$ cat src/rtl/axi_rd_arbiter.sv
// Two-requester AXI read arbiter: round-robin selection, one outstanding AR burst,
// return beats steered to the owning requester with length/response/ID error checking.
module axi_rd_arbiter (
  input  logic        i_clk,
  input  logic        i_rst,
  input  logic        i_m0_req,
  input  logic [63:0] i_m0_addr,
  input  logic [7:0]  i_m0_len,
  input  logic        i_m1_req,
  input  logic [63:0] i_m1_addr,
  input  logic [7:0]  i_m1_len,
  output logic        o_m0_gnt,
  output logic        o_m1_gnt,
  output logic [63:0] o_m0_rdata,
  output logic        o_m0_rvalid,
  output logic        o_m0_rlast,
  output logic        o_m0_rerr,
  output logic [63:0] o_m1_rdata,
  output logic        o_m1_rvalid,
  output logic        o_m1_rlast,
  output logic        o_m1_rerr,
  output logic [3:0]  o_ar_id,
  output logic [63:0] o_ar_addr,
  output logic [7:0]  o_ar_len,
  output logic [2:0]  o_ar_size,
  output logic [1:0]  o_ar_burst,
  output logic        o_ar_valid,
  input  logic        i_ar_ready,
  input  logic [3:0]  i_r_id,
  input  logic [63:0] i_r_data,
  input  logic [1:0]  i_r_resp,
  input  logic        i_r_last,
  input  logic        i_r_valid,
  output logic        o_r_ready
);

  typedef enum logic [1:0] {IDLE, ADDR, DATA} state_t;

  state_t      r_state;
  state_t      w_next;
  logic        r_ptr;
  logic        r_owner;
  logic        r_err;
  logic [7:0]  r_cnt;
  logic [7:0]  r_len;
  logic [63:0] r_addr;

  logic w_any;
  logic w_winner;
  logic w_hs;
  logic w_beat;
  logic w_beatErr;
  logic w_lastErr;

  // Pointer holds the last-served requester; under contention the other one wins.
  assign w_any     = i_m0_req | i_m1_req;
  assign w_winner  = (i_m0_req && i_m1_req) ? ~r_ptr : i_m1_req;
  assign w_hs      = (r_state == ADDR) && i_ar_ready;
  assign w_beat    = (r_state == DATA) && i_r_valid;
  assign w_beatErr = (i_r_resp != 2'b00) || (i_r_id != {3'b000, r_owner});
  assign w_lastErr = r_err || w_beatErr || (r_cnt != r_len);

  always_comb begin
    w_next = r_state;
    case (r_state)
      IDLE:    if (w_any) w_next = ADDR;
      ADDR:    if (i_ar_ready) w_next = DATA;
      DATA:    if (i_r_valid && i_r_last) w_next = IDLE;
      default: w_next = IDLE;
    endcase
  end

  always_ff @(posedge i_clk or negedge i_rst) begin
    if (!i_rst) begin
      r_state <= IDLE;
      r_ptr   <= 1'b0;
      r_owner <= 1'b0;
      r_err   <= 1'b0;
      r_cnt   <= 8'd0;
      r_len   <= 8'd0;
      r_addr  <= 64'd0;
    end else begin
      r_state <= w_next;
      if ((r_state == IDLE) && w_any) begin
        r_owner <= w_winner;
        r_addr  <= w_winner ? i_m1_addr : i_m0_addr;
        r_len   <= w_winner ? i_m1_len  : i_m0_len;
      end
      if (w_hs) begin
        r_cnt <= 8'd0;
        r_err <= 1'b0;
      end
      if (w_beat) begin
        r_cnt <= r_cnt + 8'd1;
        if (i_r_last) begin
          r_err <= 1'b0;
          r_ptr <= r_owner;
        end else begin
          // A non-last beat at count 255 means the burst exceeds 256 beats; the wrapped
          // counter alone could miss that, so it is folded into the sticky flag.
          r_err <= r_err || w_beatErr || (r_cnt == 8'hFF);
        end
      end
    end
  end

  always_comb begin
    o_m0_gnt    = 1'b0;
    o_m1_gnt    = 1'b0;
    o_m0_rdata  = 64'd0;
    o_m0_rvalid = 1'b0;
    o_m0_rlast  = 1'b0;
    o_m0_rerr   = 1'b0;
    o_m1_rdata  = 64'd0;
    o_m1_rvalid = 1'b0;
    o_m1_rlast  = 1'b0;
    o_m1_rerr   = 1'b0;
    o_ar_id     = {3'b000, r_owner};
    o_ar_addr   = r_addr;
    o_ar_len    = r_len;
    o_ar_size   = 3'b011;
    o_ar_burst  = 2'b01;
    o_ar_valid  = (r_state == ADDR);
    o_r_ready   = (r_state == DATA);
    if (w_hs) begin
      if (r_owner) o_m1_gnt = 1'b1;
      else         o_m0_gnt = 1'b1;
    end
    if (w_beat) begin
      if (r_owner) begin
        o_m1_rdata  = i_r_data;
        o_m1_rvalid = 1'b1;
        o_m1_rlast  = i_r_last;
        o_m1_rerr   = i_r_last && w_lastErr;
      end else begin
        o_m0_rdata  = i_r_data;
        o_m0_rvalid = 1'b1;
        o_m0_rlast  = i_r_last;
        o_m0_rerr   = i_r_last && w_lastErr;
      end
    end
  end

endmodule
$ cat config.mk
export PLATFORM = sky130hd
export DESIGN_NAME = axi_rd_arbiter
export DESIGN_NICKNAME = d
export VERILOG_FILES = /design/src/rtl/axi_rd_arbiter.sv
export SDC_FILE = /design/constraint.sdc
export NUM_CORES = 1
export LEC_CHECK = 0
export BUFFER_PORTS_ARGS = -buffer_cell sky130_fd_sc_hd__clkbuf_2
export CAP_MARGIN = 40
export CORE_AREA = 5 5 166 168
export DETAILED_ROUTE_END_ITERATION = 12
export DIE_AREA = 0 0 171 173
export PLACE_DENSITY = 0.52
export SETUP_SLACK_MARGIN = 0.3
export SLEW_MARGIN = 0
export SYNTH_ARGS = -nofsm -noshare
export SYNTH_HDL_FRONTEND = slang
export SYNTH_SLANG_ARGS = --single-unit
$ cat constraint.sdc
create_clock -name i_clk -period 1.9 [get_ports i_clk]
set_input_delay 0.19 -clock i_clk [delete_from_list [all_inputs] [get_ports i_clk]]
set_output_delay 0.19 -clock i_clk [all_outputs]
set_load 0.05 [all_outputs]
==> flow_metrics.py, run 1 <==
metrics = {
    "logic_synthesis": {
        "yosysWarnings": 0,
        "synth_cell_types": 36,
        "synth_ff_type": "dfrtp_1",
        "netlist_area_sq_um": 5180,
        "async_reset_ff_share_pct": 100,
        "synth.avg_cell_area_sq_um": 9.12,
        "synth_edf_count": 0,
        "syn-instance-count": 568,
        "ys_ff_latch": 85,
        "yosysSeqAreaShare_pct": 41.1,
    },
    "timing": {
        "hold_violations": 0,
        "worst_pin_slew_ps": 522,
        "rsz0062_at_grt": "yes",
        "skew_ps": 11.4,
        "timing.fmax_mhz": 481,
        "setup_slack_ps": -180,
        "finalMaxSlewViolations": 0,
        "finalSetupViolations": 132,
        "period_needed_ps": 2080,
        "slew_headroom_pct": 65.2,
        "timing.final.crit_share_pct": 109,
    },
    "layout": {
        "final_net_count": 1307,
        "synthToLayoutAreaGrowth_pct": 152,
        "regArea_sq_um": 2130,
        "fin_area_sq_um": 13000,
        "multi_input_area_sq_um": 3490,
        "drive_above_1_share_pct": 69.1,
        "num-fill-cells": 2169,
    },
    "run_status": {
        "violations": "setup timing",
        "status": "complete, but fails checks",
    },
    "critical_path": {
        "start_kind": "register",
        "crit_path_end_kind": "output port",
        "critPathKind": "reg2out",
        "setup.worst_path.start": "r_state[0]$_DFFE_PN0P_",
        "critPathMaxFanout": 3,
        "cp.required_ps": 1710,
        "critPathArrivalTime_ps": 1890,
        "rr_startpoint": "r_state[0]$_DFFE_PN0P_",
    },
    "clocking": {
        "numCtsBuffers": 9,
        "clk_pin_slew_ps": 60,
        "cts_sinks": 85,
        "cts-root-buf": "clkbuf_16",
        "cts_max_level": 3,
        "cts_buffer_depth": 2,
        "clock_latency_ps": 350,
        "cts_tree": "built",
    },
    "grt": {
        "grt_start_max_net_pins": 47,
        "grt_pass1_wl_mm": 45.0,
        "grt_use_total_pct": 19.8,
        "overflow": 0,
        "grt_pass1_vias": 6923,
        "antenna_found_initial": 1,
    },
    "detailed_routing": {
        "wl_per_cell_um": 21.9,
        "ant_nets": 0,
        "first_pass_iters": 4,
        "drc": 0,
        "routed_wl_mm": 31.2,
        "drtIter0Drc": 298,
        "vias": 6519,
        "viasPerCell": 4.57,
    },
    "floorplanning": {
        "start_util_pct": 20.1,
        "die_h_um": 173,
        "die_area_sq_um": 29600,
        "pin_count": 440,
        "die_w_um": 171,
        "rows": 59,
        "core_area_sq_um": 25800,
    },
    "power_and_ir_drop": {
        "p_int_w": 0.00897,
        "p_comb_share_pct": 70.5,
        "p_sw_share_pct": 49.1,
        "p_switching_w": 0.00865,
        "power.total_w": 0.0176,
        "power_density_nw_per_um2": 1350,
        "p_clk_share_pct": 11.5,
        "p_leak_nw": 6.03,
        "seq_power_share_pct": 18.1,
        "vdd_drop_max_uv": 1210,
    },
    "place": {
        "io_buffers": 431,
        "pre_cts_ws_ps": -345,
        "place_congestion": 0.860,
        "place_area_sq_um": 8300,
        "dpl.hpwl_mm": 18.1,
    },
    "hold_path": {
        "min_from": "i_r_last",
        "hold_path_class": "in2reg",
    },
    "flow_run": {
        "max-cap-violations": 0,
    },
}
## synthesized netlist by cell type, types with 2 or more instances
cell | number | area, sq um
inv_1 | 2 | 7.51
mux2i_1 | 72 | 721
clkbuf_1 | 14 | 52.6
dfrtp_1 | 85 | 2130
a21oi_1 | 73 | 365
o21ai_1 | 3 | 15.0
a31oi_1 | 2 | 12.5
nand4_1 | 2 | 12.5
conb_1 | 2 | 7.51
and2b_1 | 2 | 15.0
buf_2 | 28 | 140
o21ai_0 | 6 | 30.0
buf_12 | 8 | 160
nor2_1 | 81 | 304
nand3_1 | 3 | 15.0
and3_1 | 131 | 820
a21o_1 | 2 | 15.0
nor3_1 | 2 | 10.0
nand2_1 | 14 | 52.6
xnor2_1 | 9 | 78.8
buf_4 | 12 | 90.1
## power by group through the flow
stage	registers [W]	logic, W	clock network [W]
finish	0.00318	0.0124	0.00202
global route	0.00329	0.0130	0.00215
CTS	0.00317	0.0112	0.00209
detailed placement	0.00319	0.00825	0
global placement	0.00317	0.00820	0
floorplan	0.00576	0.00329	0
## flip-flops by register name, summed over array words and instances, names as in the netlist
register,count
o_ar_addr,64
r_state,2
r_err,1
r_owner,1
r_cnt,8
o_ar_len,8
r_ptr,1
## cells in the final DEF, fill, tap and decap left out, types with 2 or more instances in the layout
| cell type | Yosys | final |
|---|---|---|
| buf_4 | 12 | 35 |
| conb_1 | 2 | 8 |
| buf_16 | 0 | 27 |
| a31oi_1 | 2 | 2 |
| nor2_2 | 0 | 6 |
| nor2_1 | 81 | 71 |
| mux2i_2 | 0 | 3 |
| buf_6 | 0 | 24 |
| clkbuf_16 | 0 | 93 |
| a21o_1 | 2 | 2 |
| dfrtp_1 | 85 | 79 |
| inv_6 | 0 | 3 |
| buf_12 | 8 | 68 |
| mux2i_1 | 72 | 68 |
| clkbuf_2 | 0 | 291 |
| dfrtp_2 | 0 | 6 |
| xnor2_1 | 9 | 7 |
| xnor2_2 | 0 | 2 |
| nand4_1 | 2 | 2 |
| and3_4 | 0 | 129 |
| o21a_4 | 0 | 3 |
| o21ai_1 | 3 | 6 |
| bufinv_16 | 0 | 2 |
| a21oi_1 | 73 | 64 |
| and3_1 | 131 | 2 |
| nand2_1 | 14 | 12 |
| buf_8 | 0 | 30 |
| nand3_1 | 3 | 2 |
| o21ai_0 | 6 | 2 |
| nor3_4 | 0 | 2 |
| a21oi_2 | 0 | 9 |
| nor2_4 | 0 | 4 |
| inv_1 | 2 | 2 |
## timing repair
item,CTS,global route
gates resized for setup,450,107
buffers inserted,49,18
gates cloned,28,7
pin swaps,75,46
hold endpoints to repair,34,0
setup endpoints to repair,151,219
hold buffers,1,0
## kinds of logic (layout without fill, tap and decap cells)
family | after synthesis | in the layout | share of synthesized area, %
and+or+nand+nor | 240 | 240 | 24.4
AOI/OAI and AO/OA | 94 | 96 | 9.91
DFF | 85 | 85 | 41.1
muxes | 72 | 72 | 13.9
buffers and inverters | 65 | 579 | 8.77
xor gates and xnor gates | 9 | 9 | 1.52
other | 2 | 9 | 0.145
adders and majority gates | 1 | 1 | 0.242
## critical path, cell delays in order, from the launching register on
cell and delay [ps]:
dfrtp_1 390, and3b_2 310, buf_6 130, buf_12 100
buf_12 90, and3_4 200, and2b_4 170, clkbuf_16 160
## metrics by stage
stage | setup TNS, ps | std cells | utilization [%] | hold slack, ps
after global placement | -741 | 1306 | 32.2 | 200
after global routing | -20930 | 1426 | 50.6 | 138
final | -15310 | 1426 | 50.6 | 122
after detailed placement | -561 | 1306 | 32.2 | 207
after floorplan | 0 | 574 | - | -106
after CTS | -13920 | 1400 | 48.0 | 98.4
## layout make-up
cell class / count / share of cell area (%)
multi-input combinational: 426 / 26.7
clock inverter: 6 / 0.748
sequential: 85 / 16.4
antenna: 1 / 0.0192
tap: 335 / 3.21
clock buffer: 10 / 1.83
inverter: 3 / 0.0863
timing repair buffer: 560 / 51.0
## routing by layer
| metal | wire length, um | GRT usage [%] | vias to the layer above |
|---|---|---|---|
| met5 | 0 | 0 | - |
| met4 | 835 | 6.31 | 0 |
| met3 | 1980 | 4.50 | 50 |
| met2 | 16300 | 34.9 | 307 |
| met1 | 12100 | 23.6 | 3121 |
| li1 | - | - | 3041 |
## path summary, 6_finish.rpt
| check | to | slack (ps) | cells after the start |
|---|---|---|---|
| min in group asynchronous | o_ar_addr[39]$_DFFE_PN0P_ | 380 | 2 |
| hold / removal | r_err$_DFFE_PN0P_ | 120 | 2 |
| setup / recovery | o_m0_rerr | -180 | 7 |
| hold reg to reg | r_err$_DFFE_PN0P_ | 500 | 2 |
| setup reg to reg | o_ar_addr[40]$_DFFE_PN0P_ | 100 | 10 |
| max in group asynchronous | o_ar_addr[12]$_DFFE_PN0P_ | 900 | 3 |
Note: power is estimated with default switching activity, not from simulation.
==> inputs of run 2 (changes only) <==
--- a/config.mk
+++ b/config.mk
@@ -12,6 +12,7 @@
 export DIE_AREA = 0 0 171 173
 export PLACE_DENSITY = 0.52
 export SETUP_SLACK_MARGIN = 0.3
+export SKIP_CTS_REPAIR_TIMING = 1
 export SLEW_MARGIN = 0
 export SYNTH_ARGS = -nofsm -noshare
 export SYNTH_HDL_FRONTEND = slang
==> flow_metrics.py, run 2 (synthesis gave the netlist of run 1 again) <==
metrics = {
    "run_status": {
        "status": "complete, but fails checks",
        "violations": "setup timing",
    },
    "timing": {
        "worst_pin_slew_ps": 510,
        "rsz0062_at_grt": "yes",
        "setup_slack_ps": -175,
        "period_needed_ps": 2070,
        "hold_violations": 0,
        "finalMaxSlewViolations": 0,
        "timing.fmax_mhz": 482,
        "skew_ps": 5.52,
        "fin_hold_ws_ps": 122,
        "timing.final.crit_share_pct": 109,
        "slew_headroom_pct": 66.0,
        "finalSetupViolations": 130,
    },
    "grt": {
        "grt_pass1_vias": 5533,
        "grt_start_max_net_pins": 73,
        "antenna_found_initial": 0,
        "grt_use_total_pct": 14.0,
        "overflow": 0,
        "grt_pass1_wl_mm": 32.7,
    },
    "flow_run": {
        "max-cap-violations": 0,
    },
    "floorplanning": {
        "pin_count": 440,
        "die_w_um": 171,
        "start_util_pct": 20.1,
        "rows": 59,
        "core_area_sq_um": 25800,
        "die_h_um": 173,
        "die_area_sq_um": 29600,
    },
    "clocking": {
        "cts-root-buf": "clkbuf_16",
        "cts_buffer_depth": 2,
        "cts_tree": "built",
        "clk_pin_slew_ps": 70,
        "cts_max_level": 3,
        "clock_latency_ps": 340,
        "cts_sinks": 85,
        "numCtsBuffers": 9,
    },
    "place": {
        "pre_cts_ws_ps": -345,
        "dpl.hpwl_mm": 18.1,
        "io_buffers": 431,
        "place_congestion": 0.860,
    },
    "critical_path": {
        "cpPeakStageDelay_ps": 440,
        "crit_path_end_kind": "output port",
        "crit_path_cell_trace": "and3b_4, buf_6, buf_12, buf_12, and3_1, buf_6",
        "crit_buf_inv": 4,
        "cp.required_ps": 1710,
        "critPathKind": "reg2out",
        "cp_top_family": "simple AND/OR/NAND/NOR gates",
        "cp_slowest_cell": "dfrtp_2",
        "critPathArrivalTime_ps": 1880,
        "critPathMaxFanout": 15,
        "start_kind": "register",
    },
    "layout": {
        "drive_above_1_share_pct": 61.2,
        "synthToLayoutAreaGrowth_pct": 105,
        "n_antenna_cell": 0,
        "largest_reg_flops": 64,
        "layout_common_cells": "304 x clkbuf_2, 81 x and3_4, 80 x dfrtp_1, 75 x nor2_1, 73 x a21oi_1",
        "final_net_count": 1257,
        "layout_commonest_cell": "clkbuf_2",
    },
    "detailed_routing": {
        "routed_wl_mm": 26.7,
        "viasPerCell": 4.47,
        "vias": 6144,
        "drtIter0Drc": 340,
        "ant_nets": 0,
        "wl_per_cell_um": 19.4,
        "first_pass_iters": 5,
        "drc": 0,
    },
    "power_and_ir_drop": {
        "vdd_drop_max_uv": 1200,
        "p_leak_nw": 5.28,
        "power_density_nw_per_um2": 1430,
        "power.total_w": 0.0152,
    },
    "hold_path": {
        "hold_path_class": "in2reg",
    },
}
## run 2: cell types whose count changed in the layout (fill, tap and decap cells not counted), sizes merged
| cell | before | now |
|---|---|---|
| and3b | 1 | 2 |
| buf | 184 | 193 |
| clkbuf | 385 | 326 |
| diode | 1 | 0 |
| o21a | 3 | 2 |
## run 2: cell type report
type | instances | area, sq um
Multi-Input combinational cell | 426 | 3170
Sequential cell | 85 | 2130
Fill cell | 2459 | 15100
Clock inverter | 6 | 97.6
Inverter | 3 | 11.3
Tap cell | 335 | 419
Timing Repair Buffer | 510 | 4560
Clock buffer | 10 | 239
## run 2: power breakdown
group	leakage [nW]	internal, W	total [W]	switching (W)
sequential	0.959	0.00265	0.00320	0.000547
clock	0.166	0.00121	0.00201	0.000795
combinational	4.16	0.00333	0.00996	0.00664
total	5.28	0.00720	0.0152	0.00798
## run 2: path summary, 6_finish.rpt
kind / cells after the start / end / slack (ps) / from
worst max-delay path: 6 / o_m0_rdata[9] / -170 / r_state[0]$_DFFE_PN0P_
worst min-delay path: 2 / r_err$_DFFE_PN0P_ / 120 / i_r_last
worst max register to register: 9 / o_ar_len[2]$_DFFE_PN0P_ / 240 / r_state[0]$_DFFE_PN0P_
worst min register to register: 2 / r_err$_DFFE_PN0P_ / 500 / r_err$_DFFE_PN0P_
max in group asynchronous: 3 / o_ar_addr[12]$_DFFE_PN0P_ / 910 / i_rst
min in group asynchronous: 2 / o_ar_addr[39]$_DFFE_PN0P_ / 380 / i_rst
## run 2: metal layers
| layer | vias to the layer above | GRT usage [%] | wire (um) |
|---|---|---|---|
| met5 | - | 0 | 0 |
| met4 | 0 | 3.40 | 445 |
| met3 | 38 | 3.04 | 1560 |
| met2 | 250 | 24.5 | 13800 |
| met1 | 2930 | 17.6 | 10900 |
| li1 | 2926 | - | - |
## run 2: through the flow
stage / setup TNS [ps] / cells / util, % / area [sq um]
6_report: -8420 / 1375 / 41.3 / 10600
5_1_grt: -14390 / 1375 / 41.3 / 10600
4_1_cts: -11710 / 1322 / 33.5 / 8640
3_5_place_dp: -561 / 1306 / 32.2 / 8300
3_3_place_gp: -741 / 1306 / 32.2 / 8300
2_1_floorplan: 0 / 574 / - / 5240
